## config.mk

```make
export PLATFORM = sky130hd
export DESIGN_NAME = bf_fetch_unit
export DESIGN_NICKNAME = d
export VERILOG_FILES = /design/src/rtl/bf_pkg.sv /design/src/rtl/bf_loop_stack.sv /design/src/rtl/bf_fetch_unit.sv
export SDC_FILE = /design/constraint.sdc
export NUM_CORES = 1
export LEC_CHECK = 0
export CAP_MARGIN = 20
export CORE_MARGIN = 1.5
export CORE_UTILIZATION = 40
export DETAILED_ROUTE_END_ITERATION = 12
export PLACE_DENSITY = 0.65
export SYNTH_ARGS = -nofsm -noshare
export SYNTH_HDL_FRONTEND = slang
export SYNTH_SLANG_ARGS = --single-unit
export TNS_END_PERCENT = 20
```

## constraint.sdc

```tcl
create_clock -name i_clock -period 3.4 [get_ports i_clock]
set_input_delay 0.34 -clock i_clock [delete_from_list [all_inputs] [get_ports i_clock]]
set_output_delay 0.34 -clock i_clock [all_outputs]
set_load 0.02 [all_outputs]
```

## src/rtl/bf_pkg.sv

```systemverilog
// Shared definitions for the Brainfuck core: opcode bytes, fetch FSM states and the
// classifier that separates data-path opcodes from control flow and comments.
package bf_pkg;

    localparam logic [7:0] OpInc       = 8'h2B;
    localparam logic [7:0] OpDec       = 8'h2D;
    localparam logic [7:0] OpLeft      = 8'h3C;
    localparam logic [7:0] OpRight     = 8'h3E;
    localparam logic [7:0] OpOut       = 8'h2E;
    localparam logic [7:0] OpIn        = 8'h2C;
    localparam logic [7:0] OpLoopOpen  = 8'h5B;
    localparam logic [7:0] OpLoopClose = 8'h5D;
    localparam logic [7:0] OpNul       = 8'h00;

    typedef enum logic [1:0] {
        StFetch,
        StScan,
        StHalt,
        StError
    } fetch_state_e;

    function automatic logic is_datapath_op(input logic [7:0] op);
        return (op == OpInc) || (op == OpDec) || (op == OpLeft) ||
               (op == OpRight) || (op == OpOut) || (op == OpIn);
    endfunction

endpackage

```

## src/rtl/bf_loop_stack.sv

```systemverilog
// Parameterised LIFO holding loop return addresses. A simultaneous push and pop on a
// non-empty stack overwrites the top entry in place.
module bf_loop_stack #(
    parameter int unsigned c_depth = 16,
    parameter int unsigned c_width = 8
) (
    input  logic               clk_i,
    input  logic               rst_i,
    input  logic               push_i,
    input  logic               pop_i,
    input  logic [c_width-1:0] din_i,
    output logic [c_width-1:0] top_o,
    output logic               empty_o,
    output logic               full_o
);

    localparam int unsigned SpW  = $clog2(c_depth + 1);
    localparam int unsigned IdxW = $clog2(c_depth);

    logic [c_width-1:0] mem_q [c_depth];
    logic [SpW-1:0]     sp_q, sp_d;
    logic [IdxW-1:0]    top_idx, wr_idx;
    logic               wr_en;

    assign empty_o = (sp_q == '0);
    assign full_o  = (sp_q == SpW'(c_depth));
    assign top_idx = IdxW'(sp_q - SpW'(1));
    assign top_o   = empty_o ? '0 : mem_q[top_idx];

    always_comb begin
        sp_d   = sp_q;
        wr_en  = 1'b0;
        wr_idx = IdxW'(sp_q);
        if (push_i && pop_i && !empty_o) begin
            wr_en  = 1'b1;
            wr_idx = top_idx;
        end else if (push_i && !full_o) begin
            // Push+pop on an empty stack degenerates to a plain push.
            wr_en = 1'b1;
            sp_d  = sp_q + SpW'(1);
        end else if (pop_i && !push_i && !empty_o) begin
            sp_d = sp_q - SpW'(1);
        end
    end

    always_ff @(posedge clk_i or posedge rst_i) begin
        if (rst_i) begin
            sp_q <= '0;
        end else begin
            sp_q <= sp_d;
        end
    end

    always_ff @(posedge clk_i) begin
        if (wr_en) begin
            mem_q[wr_idx] <= din_i;
        end
    end

endmodule

```

## src/rtl/bf_fetch_unit.sv

```systemverilog
// Fetch and loop-control stage: walks the program ROM, resolves brackets locally and
// hands data-path opcodes downstream. Define BF_FETCH_STATS_EN to add o_retired/o_jumps.
module bf_fetch_unit #(
    parameter int unsigned c_addr_width  = 8,
    parameter int unsigned c_data_width  = 8,
    parameter int unsigned c_stack_depth = 16
) (
    input  logic                    i_clock,
    input  logic                    i_reset,
    output logic [c_addr_width-1:0] o_rom_addr,
    input  logic [c_data_width-1:0] i_rom_data,
    output logic                    o_valid,
    output logic [c_data_width-1:0] o_instr,
    input  logic                    i_ready,
    input  logic                    i_cell_zero,
    output logic [c_addr_width-1:0] o_pc,
    output logic                    o_halt,
    output logic                    o_error
`ifdef BF_FETCH_STATS_EN
    ,
    output logic [31:0]             o_retired,
    output logic [31:0]             o_jumps
`endif
);

    import bf_pkg::*;

    fetch_state_e            state_q, state_d;
    logic [c_addr_width-1:0] pc_q, pc_d, pc_inc;
    logic                    pc_last;
    logic [c_addr_width:0]   depth_q, depth_d;
    logic [7:0]              op;
    logic                    valid;
    logic                    push, pop;
    logic [c_addr_width-1:0] stk_top;
    logic                    stk_empty, stk_full;

    assign op      = i_rom_data[7:0];
    assign pc_inc  = pc_q + c_addr_width'(1);
    assign pc_last = &pc_q;

    always_comb begin
        state_d = state_q;
        pc_d    = pc_q;
        depth_d = depth_q;
        push    = 1'b0;
        pop     = 1'b0;
        valid   = 1'b0;
        unique case (state_q)
            StFetch: begin
                if (is_datapath_op(op)) begin
                    valid = 1'b1;
                    if (i_ready) begin
                        if (pc_last) state_d = StHalt;
                        else         pc_d    = pc_inc;
                    end
                end else if (op == OpLoopOpen) begin
                    if (i_ready) begin
                        if (i_cell_zero) begin
                            if (pc_last) begin
                                state_d = StHalt;
                            end else begin
                                state_d = StScan;
                                depth_d = (c_addr_width + 1)'(1);
                                pc_d    = pc_inc;
                            end
                        end else if (stk_full) begin
                            state_d = StError;
                        end else if (pc_last) begin
                            state_d = StHalt;
                        end else begin
                            push = 1'b1;
                            pc_d = pc_inc;
                        end
                    end
                end else if (op == OpLoopClose) begin
                    if (i_ready) begin
                        if (stk_empty) begin
                            state_d = StError;
                        end else if (!i_cell_zero) begin
                            pc_d = stk_top;
                        end else begin
                            pop = 1'b1;
                            if (pc_last) state_d = StHalt;
                            else         pc_d    = pc_inc;
                        end
                    end
                end else if (op == OpNul) begin
                    state_d = StHalt;
                end else begin
                    // Comment bytes never stall on the execute stage.
                    if (pc_last) state_d = StHalt;
                    else         pc_d    = pc_inc;
                end
            end
            StScan: begin
                if (op == OpNul || pc_last) begin
                    state_d = StError;
                end else begin
                    pc_d = pc_inc;
                    if (op == OpLoopOpen) begin
                        depth_d = depth_q + (c_addr_width + 1)'(1);
                    end else if (op == OpLoopClose) begin
                        depth_d = depth_q - (c_addr_width + 1)'(1);
                        if (depth_q == (c_addr_width + 1)'(1)) state_d = StFetch;
                    end
                end
            end
            StHalt, StError: begin
            end
            default: state_d = StError;
        endcase
    end

    always_ff @(posedge i_clock or posedge i_reset) begin
        if (i_reset) begin
            state_q <= StFetch;
            pc_q    <= '0;
            depth_q <= '0;
        end else begin
            state_q <= state_d;
            pc_q    <= pc_d;
            depth_q <= depth_d;
        end
    end

    bf_loop_stack #(
        .c_depth (c_stack_depth),
        .c_width (c_addr_width)
    ) u_loop_stack (
        .clk_i   (i_clock),
        .rst_i   (i_reset),
        .push_i  (push),
        .pop_i   (pop),
        .din_i   (pc_inc),
        .top_o   (stk_top),
        .empty_o (stk_empty),
        .full_o  (stk_full)
    );

    assign o_rom_addr = pc_q;
    assign o_pc       = pc_q;
    assign o_instr    = i_rom_data;
    assign o_valid    = valid & ~i_reset;
    assign o_halt     = (state_q == StHalt);
    assign o_error    = (state_q == StError);

`ifdef BF_FETCH_STATS_EN
    logic        stat_retire, stat_jump;
    logic [31:0] retired_q, jumps_q;

    assign stat_retire = o_valid & i_ready;
    assign stat_jump   = (state_q == StFetch) &&
                         ((state_d == StScan) ||
                          (i_ready && op == OpLoopClose && !stk_empty && !i_cell_zero));

    always_ff @(posedge i_clock or posedge i_reset) begin
        if (i_reset) begin
            retired_q <= '0;
            jumps_q   <= '0;
        end else begin
            if (stat_retire && retired_q != '1) retired_q <= retired_q + 32'd1;
            if (stat_jump && jumps_q != '1)     jumps_q   <= jumps_q + 32'd1;
        end
    end

    assign o_retired = retired_q;
    assign o_jumps   = jumps_q;
`endif

endmodule

```

==> results.json, run 1 <==
{
  "post-dp-hpwl_microns": 10640,
  "crit_top_cell": "o21ai_1",
  "synth_area_sq_um": 7028,
  "cp_cell_sequence": "inv_1 > ha_1 > xor2_4 > mux4_2 > o2111ai_1 > nand4_1 > o21ai_1 > o21ai_1",
  "critPathMaxStageDelay_ps": 610,
  "maxCapViolations": 0,
  "final_area_sq_um": 8307,
  "core_sq_um": 17240,
  "drt_first_pass_iters": 5,
  "routed-via-count": 4370,
  "fin_crit_sh": 0.8135,
  "cp-startpoint": "u_loop_stack.sp_q[1]",
  "setup_tns_ps": 0,
  "antenna_left": 0,
  "ctsResizeCount": 0,
  "grt_usage": 0.1825,
  "worst-slew-pin-transition_ps": 687.0,
  "cts_hold_buf": 0,
  "synthDistinctLibCells": 61,
  "die_h_microns": 135.6,
  "yosysWarnings": 0,
  "cts_buffers": 17,
  "antenna_found_initial": 0,
  "syn_inst": 469,
  "crit_path_end_kind": "register",
  "min_period_ps": 2766,
  "async_reset_ff_frac": 0.1579,
  "port_buffers": 38,
  "finClkSkew_ps": 11.79,
  "crit_path_max_fanout": 8,
  "cp.required_ps": 3690,
  "finalHoldViolCount": 0,
  "vias_per_cell": 5.742,
  "start_util": 0.4077,
  "cts.reportedPaths.clkPinSlew_ps": 60,
  "grt_pass1_vias": 4263,
  "die_area_sq_um": 18370,
  "die-width_microns": 135.6,
  "place_area_sq_um": 7700,
  "final_util": 0.4819,
  "clock_latency_ps": 430,
  "clock.fmax_ghz": 0.3616,
  "cts_sinks": 152,
  "drtIter0Drc": 517,
  "status": "finished clean",
  "postCtsSetupRepairBufs": 0,
  "stdcell_count": 761,
  "timing.slew.headroom": 0.5420,
  "critPathSlowestCell": "mux4_2",
  "wl_per_cell_microns": 20.49,
  "rsz0062_at_grt": "no",
  "p_per_area_nw_per_um2": 466.3,
  "setup_violations": 0,
  "routed_wl_microns": 15600,
  "fillers": 1424,
  "worstPathArrival_ps": 3060,
  "p_leak_nw": 2.942,
  "htree_levels": 4,
  "rr_endpoint": "o_pc[0]",
  "rr_worst_depth": 8,
  "cts_root_buf": "clkbuf_16",
  "tritoncts": "yes",
  "avgSynthCellArea_sq_um": 14.99,
  "ir_drop_mv": 0.3340,
  "worstSetupPathType": "register to register",
  "grt_pass1_wl_microns": 24390,
  "drive_above_1_share": 0.1959,
  "hp-class": "primary input to async pin",
  "ys_ff_latch": 152,
  "clock_path_buffers": 2,
  "placed_cells": 728,
  "grt_overflow": 0,
  "grt_max_degree": 36,
  "gp_congestion": 0.8795,
  "ys.flop_type": "edfxtp_1",
  "synth_seq_area_share": 0.6324,
  "route.detailed.drc": 0,
  "final_max_slew_viol_count": 0,
  "cp-start-kind": "register",
  "num_io_pins": 39,
  "rows": 48,
  "antenna_cells": 0,
  "layout.nets": 542,
  "synthToLayoutAreaGrowth_pct": 18.19,
  "synth-edff-count": 128,
  "syn-num-nets": 488,
  "cp-endpoint": "o_pc[0]",
  "r2r-start": "u_loop_stack.sp_q[1]",
  "regToRegSetupSlack_ps": 630
}
[report_power, final]
part	leakage (nW)	total, mW	internal (mW)	switching, mW
sequential	1.60	1.99	1.99	0.000102
clock	0.275	1.82	1.05	0.770
combinational	1.07	0.0630	0.0301	0.0329
total	2.94	3.87	3.07	0.803
[layout make-up]
class	count	area [sq um]	share of cell area
repair buffers	68	625.6	0.07531
clock buffers	19	442.9	0.05332
multi-input cells	272	2330	0.2805
inverters	12	45.04	0.005423
clock inverters	13	136.4	0.01642
flip-flops and latches	152	4446	0.5352
well taps	225	281.5	0.03389
[sequential cells by signal, indices dropped and copies added, names as in the netlist]
signal	flops
o_pc	8
state_q	2
u_loop_stack.sp_q	5
depth_q	9
u_loop_stack.mem_q	128
[kinds of logic (layout without fill, tap and decap cells)]
| family | count (synthesis) | count (layout) | synth area share |
|---|---|---|---|
| xor gates and xnor gates | 16 | 16 | 0.02475 |
| and+or+nand+nor | 139 | 139 | 0.1088 |
| AOI/OAI and AO/OA | 72 | 72 | 0.06374 |
| DFF | 152 | 152 | 0.6324 |
| buffers and inverters | 45 | 112 | 0.03614 |
| muxes | 38 | 38 | 0.1218 |
| adders and majority gates | 7 | 7 | 0.01246 |
[metal layers]
| metal | wire (microns) | share of wire | track usage |
|---|---|---|---|
| met1 | 6933 | 0.44 | 0.2537 |
| met2 | 7240 | 0.46 | 0.2704 |
| met3 | 933 | 0.060 | 0.03741 |
| met4 | 489 | 0.031 | 0.09677 |
| met5 | 0 | 0 | 0 |
[worst max-delay path, delay by kind of cell, from the launching register on]
family                     cells  cell delay [ps]
xor gates and xnor gates       1              370
DFF                            1              470
adders and majority gates      1              370
muxes                          1              610
buffers and inverters          1              190
and+or+nand+nor                1              160
AOI/OAI and AO/OA              3              470
[cell usage after synthesis (3+ instances only)]
master	instances	area, sq um
nand3_1	20	100.1
o31ai_1	3	22.52
nor4_1	3	18.77
nand4_1	8	50.05
a31oi_1	3	18.77
edfxtp_1	128	3844
nor2_1	30	112.6
or3_1	3	18.77
dfrtp_1	24	600.6
clkbuf_1	6	22.52
nand2b_1	3	18.77
a21oi_1	10	50.05
o2111ai_1	3	26.28
nand2_1	30	112.6
buf_4	18	135.1
a2bb2oi_1	3	26.28
xor2_1	6	52.55
o22ai_1	6	37.54
inv_1	12	45.04
a211o_1	3	26.28
o21ai_1	9	45.04
nor3_1	10	50.05
nor2b_1	4	25.02
xnor2_1	7	61.31
mux4_1	3	78.83
ha_1	7	87.58
buf_2	8	40.04
and3_1	4	25.02
o21ai_0	20	100.1
and2_1	3	18.77
nor4b_1	3	26.28
mux4_2	34	765.7
[placed cells by master (no fill, tap or decap), drive strengths merged, types with 10 or more instances in the layout]
cell type / Yosys / final
a21oi: 10 / 10
buf: 27 / 30
clkbuf: 6 / 19
clkdlybuf4s50: 0 / 38
dfrtp: 24 / 24
edfxtp: 128 / 128
inv: 12 / 17
mux4: 37 / 37
nand2: 30 / 30
nand3: 21 / 21
nor2: 30 / 30
nor3: 12 / 12
o21ai: 29 / 29
[metrics by stage]
stage	setup WS, ps	hold WS, ps	power, mW
2_1_floorplan	533.9	354.6	2.065
6_report	634.2	147.5	3.874
3_3_place_gp	424.1	491.7	2.092
3_5_place_dp	395.6	501.1	2.092
4_1_cts	647.4	512.2	3.905
5_1_grt	469.6	150.1	3.991
[worst min path at each step]
stage | start | depth (start not counted) | slack, ps | end
floorplan | i_reset | 1 | 350 | depth_q[0]
global route | i_reset | 2 | 150 | depth_q[8]
CTS | depth_q[6] | 1 | 510 | depth_q[6]
global placement | depth_q[8] | 2 | 490 | depth_q[8]
finish | i_reset | 2 | 150 | depth_q[8]
detailed placement | depth_q[6] | 1 | 500 | depth_q[6]
Note: power is estimated with default switching activity, not from simulation.
==> inputs of run 2 (changes only) <==
--- a/config.mk
+++ b/config.mk
@@ -9,7 +9,7 @@
 export CORE_MARGIN = 1.5
 export CORE_UTILIZATION = 40
 export DETAILED_ROUTE_END_ITERATION = 12
-export PLACE_DENSITY = 0.65
+export PLACE_DENSITY = 0.67
 export SYNTH_ARGS = -nofsm -noshare
 export SYNTH_HDL_FRONTEND = slang
 export SYNTH_SLANG_ARGS = --single-unit
==> constraint.sdc (replaced) <==
create_clock -name i_clock -period 2.3 [get_ports i_clock]
set_input_delay 0.23 -clock i_clock [delete_from_list [all_inputs] [get_ports i_clock]]
set_output_delay 0.23 -clock i_clock [all_outputs]
set_load 0.02 [all_outputs]
==> results.json, run 2 (same netlist as run 1, synthesis figures left out) <==
{
  "multi_input_area_sq_um": 2469,
  "status": "finished clean",
  "die_h_microns": 135.6,
  "path_depth": 8,
  "drive_above_1_share": 0.3278,
  "critPathTopFamily": "multiplexers",
  "die-width_microns": 135.6,
  "finalHoldViolCount": 0,
  "rows": 48,
  "final_util": 0.5317,
  "core_sq_um": 17240,
  "worstSetupPathType": "register to register",
  "critPathSlowestCell": "mux4_1",
  "largest_reg_flops": 128,
  "most-common-layout-cells": "128 x edfxtp_1, 75 x buf_4, 37 x clkdlybuf4s50_1, 34 x mux4_2, 30 x nand2_1",
  "regMostFlops": "u_loop_stack.mem_q",
  "grt_pass1_wl_microns": 24360,
  "critPathBufInv": 1,
  "drtIter0Drc": 422,
  "grt_pass1_vias": 4469,
  "fillers": 1339,
  "vias_per_cell": 5.458,
  "gp_congestion": 0.8907,
  "setup_slack_ps": 5.507,
  "hold_slack_ps": 225.3,
  "cp.required_ps": 2600,
  "grt_overflow": 0,
  "cts_sinks": 152,
  "min_period_ps": 2294,
  "antenna_left": 0,
  "p_leak_nw": 3.337,
  "tritoncts": "yes",
  "antenna_found_initial": 0,
  "antenna_cells": 0,
  "worst-slew-pin-transition_ps": 503.3,
  "routed_wl_microns": 15260,
  "synthToLayoutAreaGrowth_pct": 30.41,
  "cts_buffers": 17,
  "maxCapViolations": 0,
  "drt_first_pass_iters": 5,
  "wl_per_cell_microns": 18.47,
  "cts.reportedPaths.clkPinSlew_ps": 70,
  "cp-start-kind": "register",
  "setup_tns_ps": 0,
  "crit_top_cell": "o21ai_1",
  "start_util": 0.4077,
  "worstPathArrival_ps": 2590,
  "layout.nets": 607,
  "post-dp-hpwl_microns": 10940,
  "setup_violations": 0,
  "timing.slew.headroom": 0.6641,
  "cp_cell_sequence": "inv_8 > ha_4 > xor2_4 > mux4_1 > o2111ai_2 > nand4_1 > o21ai_1 > o21ai_1",
  "route.detailed.drc": 0,
  "final_max_slew_viol_count": 0,
  "finClkSkew_ps": 8.473,
  "hp-class": "primary input to async pin",
  "crit_path_end_kind": "register",
  "rr_worst_depth": 8,
  "fin_crit_sh": 0.9976,
  "stdcell_count": 826,
  "rsz0062_at_grt": "yes",
  "clock_path_buffers": 2,
  "htree_levels": 4,
  "cts_hold_buf": 0,
  "grt_usage": 0.1765,
  "ir_drop_mv": 0.5853,
  "critPathMaxStageDelay_ps": 680,
  "placed_cells": 788,
  "final_common_cell": "edfxtp_1",
  "die_area_sq_um": 18370,
  "grt_max_degree": 25,
  "cts_root_buf": "clkbuf_16",
  "routed-via-count": 4508,
  "clock.fmax_ghz": 0.4358,
  "num_io_pins": 39,
  "seq_area_sq_um": 4448,
  "crit_path_max_fanout": 5,
  "pre_cts_ws_ps": -233.2,
  "p_per_area_nw_per_um2": 630.1,
  "clock_latency_ps": 420,
  "port_buffers": 38
}
-- run 2: stage by stage --
stage	instance area (sq um)	total power [mW]
2_1_floorplan	7153	3.053
3_5_place_dp	8478	3.109
3_3_place_gp	8478	3.107
6_report	9165	5.775
5_1_grt	9165	5.956
4_1_cts	9084	5.820
-- run 2: power breakdown --
part,leakage [nW],internal [mW],switching [mW]
Combinational,1.45,0.0529,0.0511
Sequential,1.60,2.95,0.000148
Clock,0.288,1.53,1.19
-- run 2: repair_timing --
| action | 4_1_cts | 5_1_grt |
|---|---|---|
| buffers inserted | 0 | 4 |
| endpoints found under the hold margin | 0 | 0 |
| endpoints found under the setup margin | 6 | 10 |
| pin swaps | 0 | 1 |
| gates resized for setup | 5 | 8 |
-- run 2: per-layer routing --
metal | part of all wire | GRT usage | wire length, microns
met2 | 0.51 | 0.2958 | 7801
met4 | 0.0064 | 0.04062 | 97
met3 | 0.045 | 0.04564 | 680
met1 | 0.44 | 0.2311 | 6681
met5 | 0 | 0 | 0
-- run 2: final timing paths --
check,from,slack (ps),end
min in group i_clock,depth_q[6],510,depth_q[6]
setup reg to reg,u_loop_stack.sp_q[0],6,o_pc[0]
setup / recovery,u_loop_stack.sp_q[0],6,o_pc[0]
hold reg to reg,depth_q[6],510,depth_q[6]
hold / removal,i_reset,230,depth_q[1]
max in group asynchronous,i_reset,1790,o_pc[1]
-- run 2: cell type report --
cell class	instances	share of cell area
Sequential cell	152	0.4853
Multi-Input combinational cell	272	0.2694
Timing Repair Buffer	133	0.1446
Clock buffer	17	0.04642
Tap cell	225	0.03072
Clock inverter	15	0.01788
Inverter	12	0.005734
-- run 2: worst min-delay path: cells and delay by family --
kind / cells / cell delay (ps)
buffers and inverters: 3 / 820
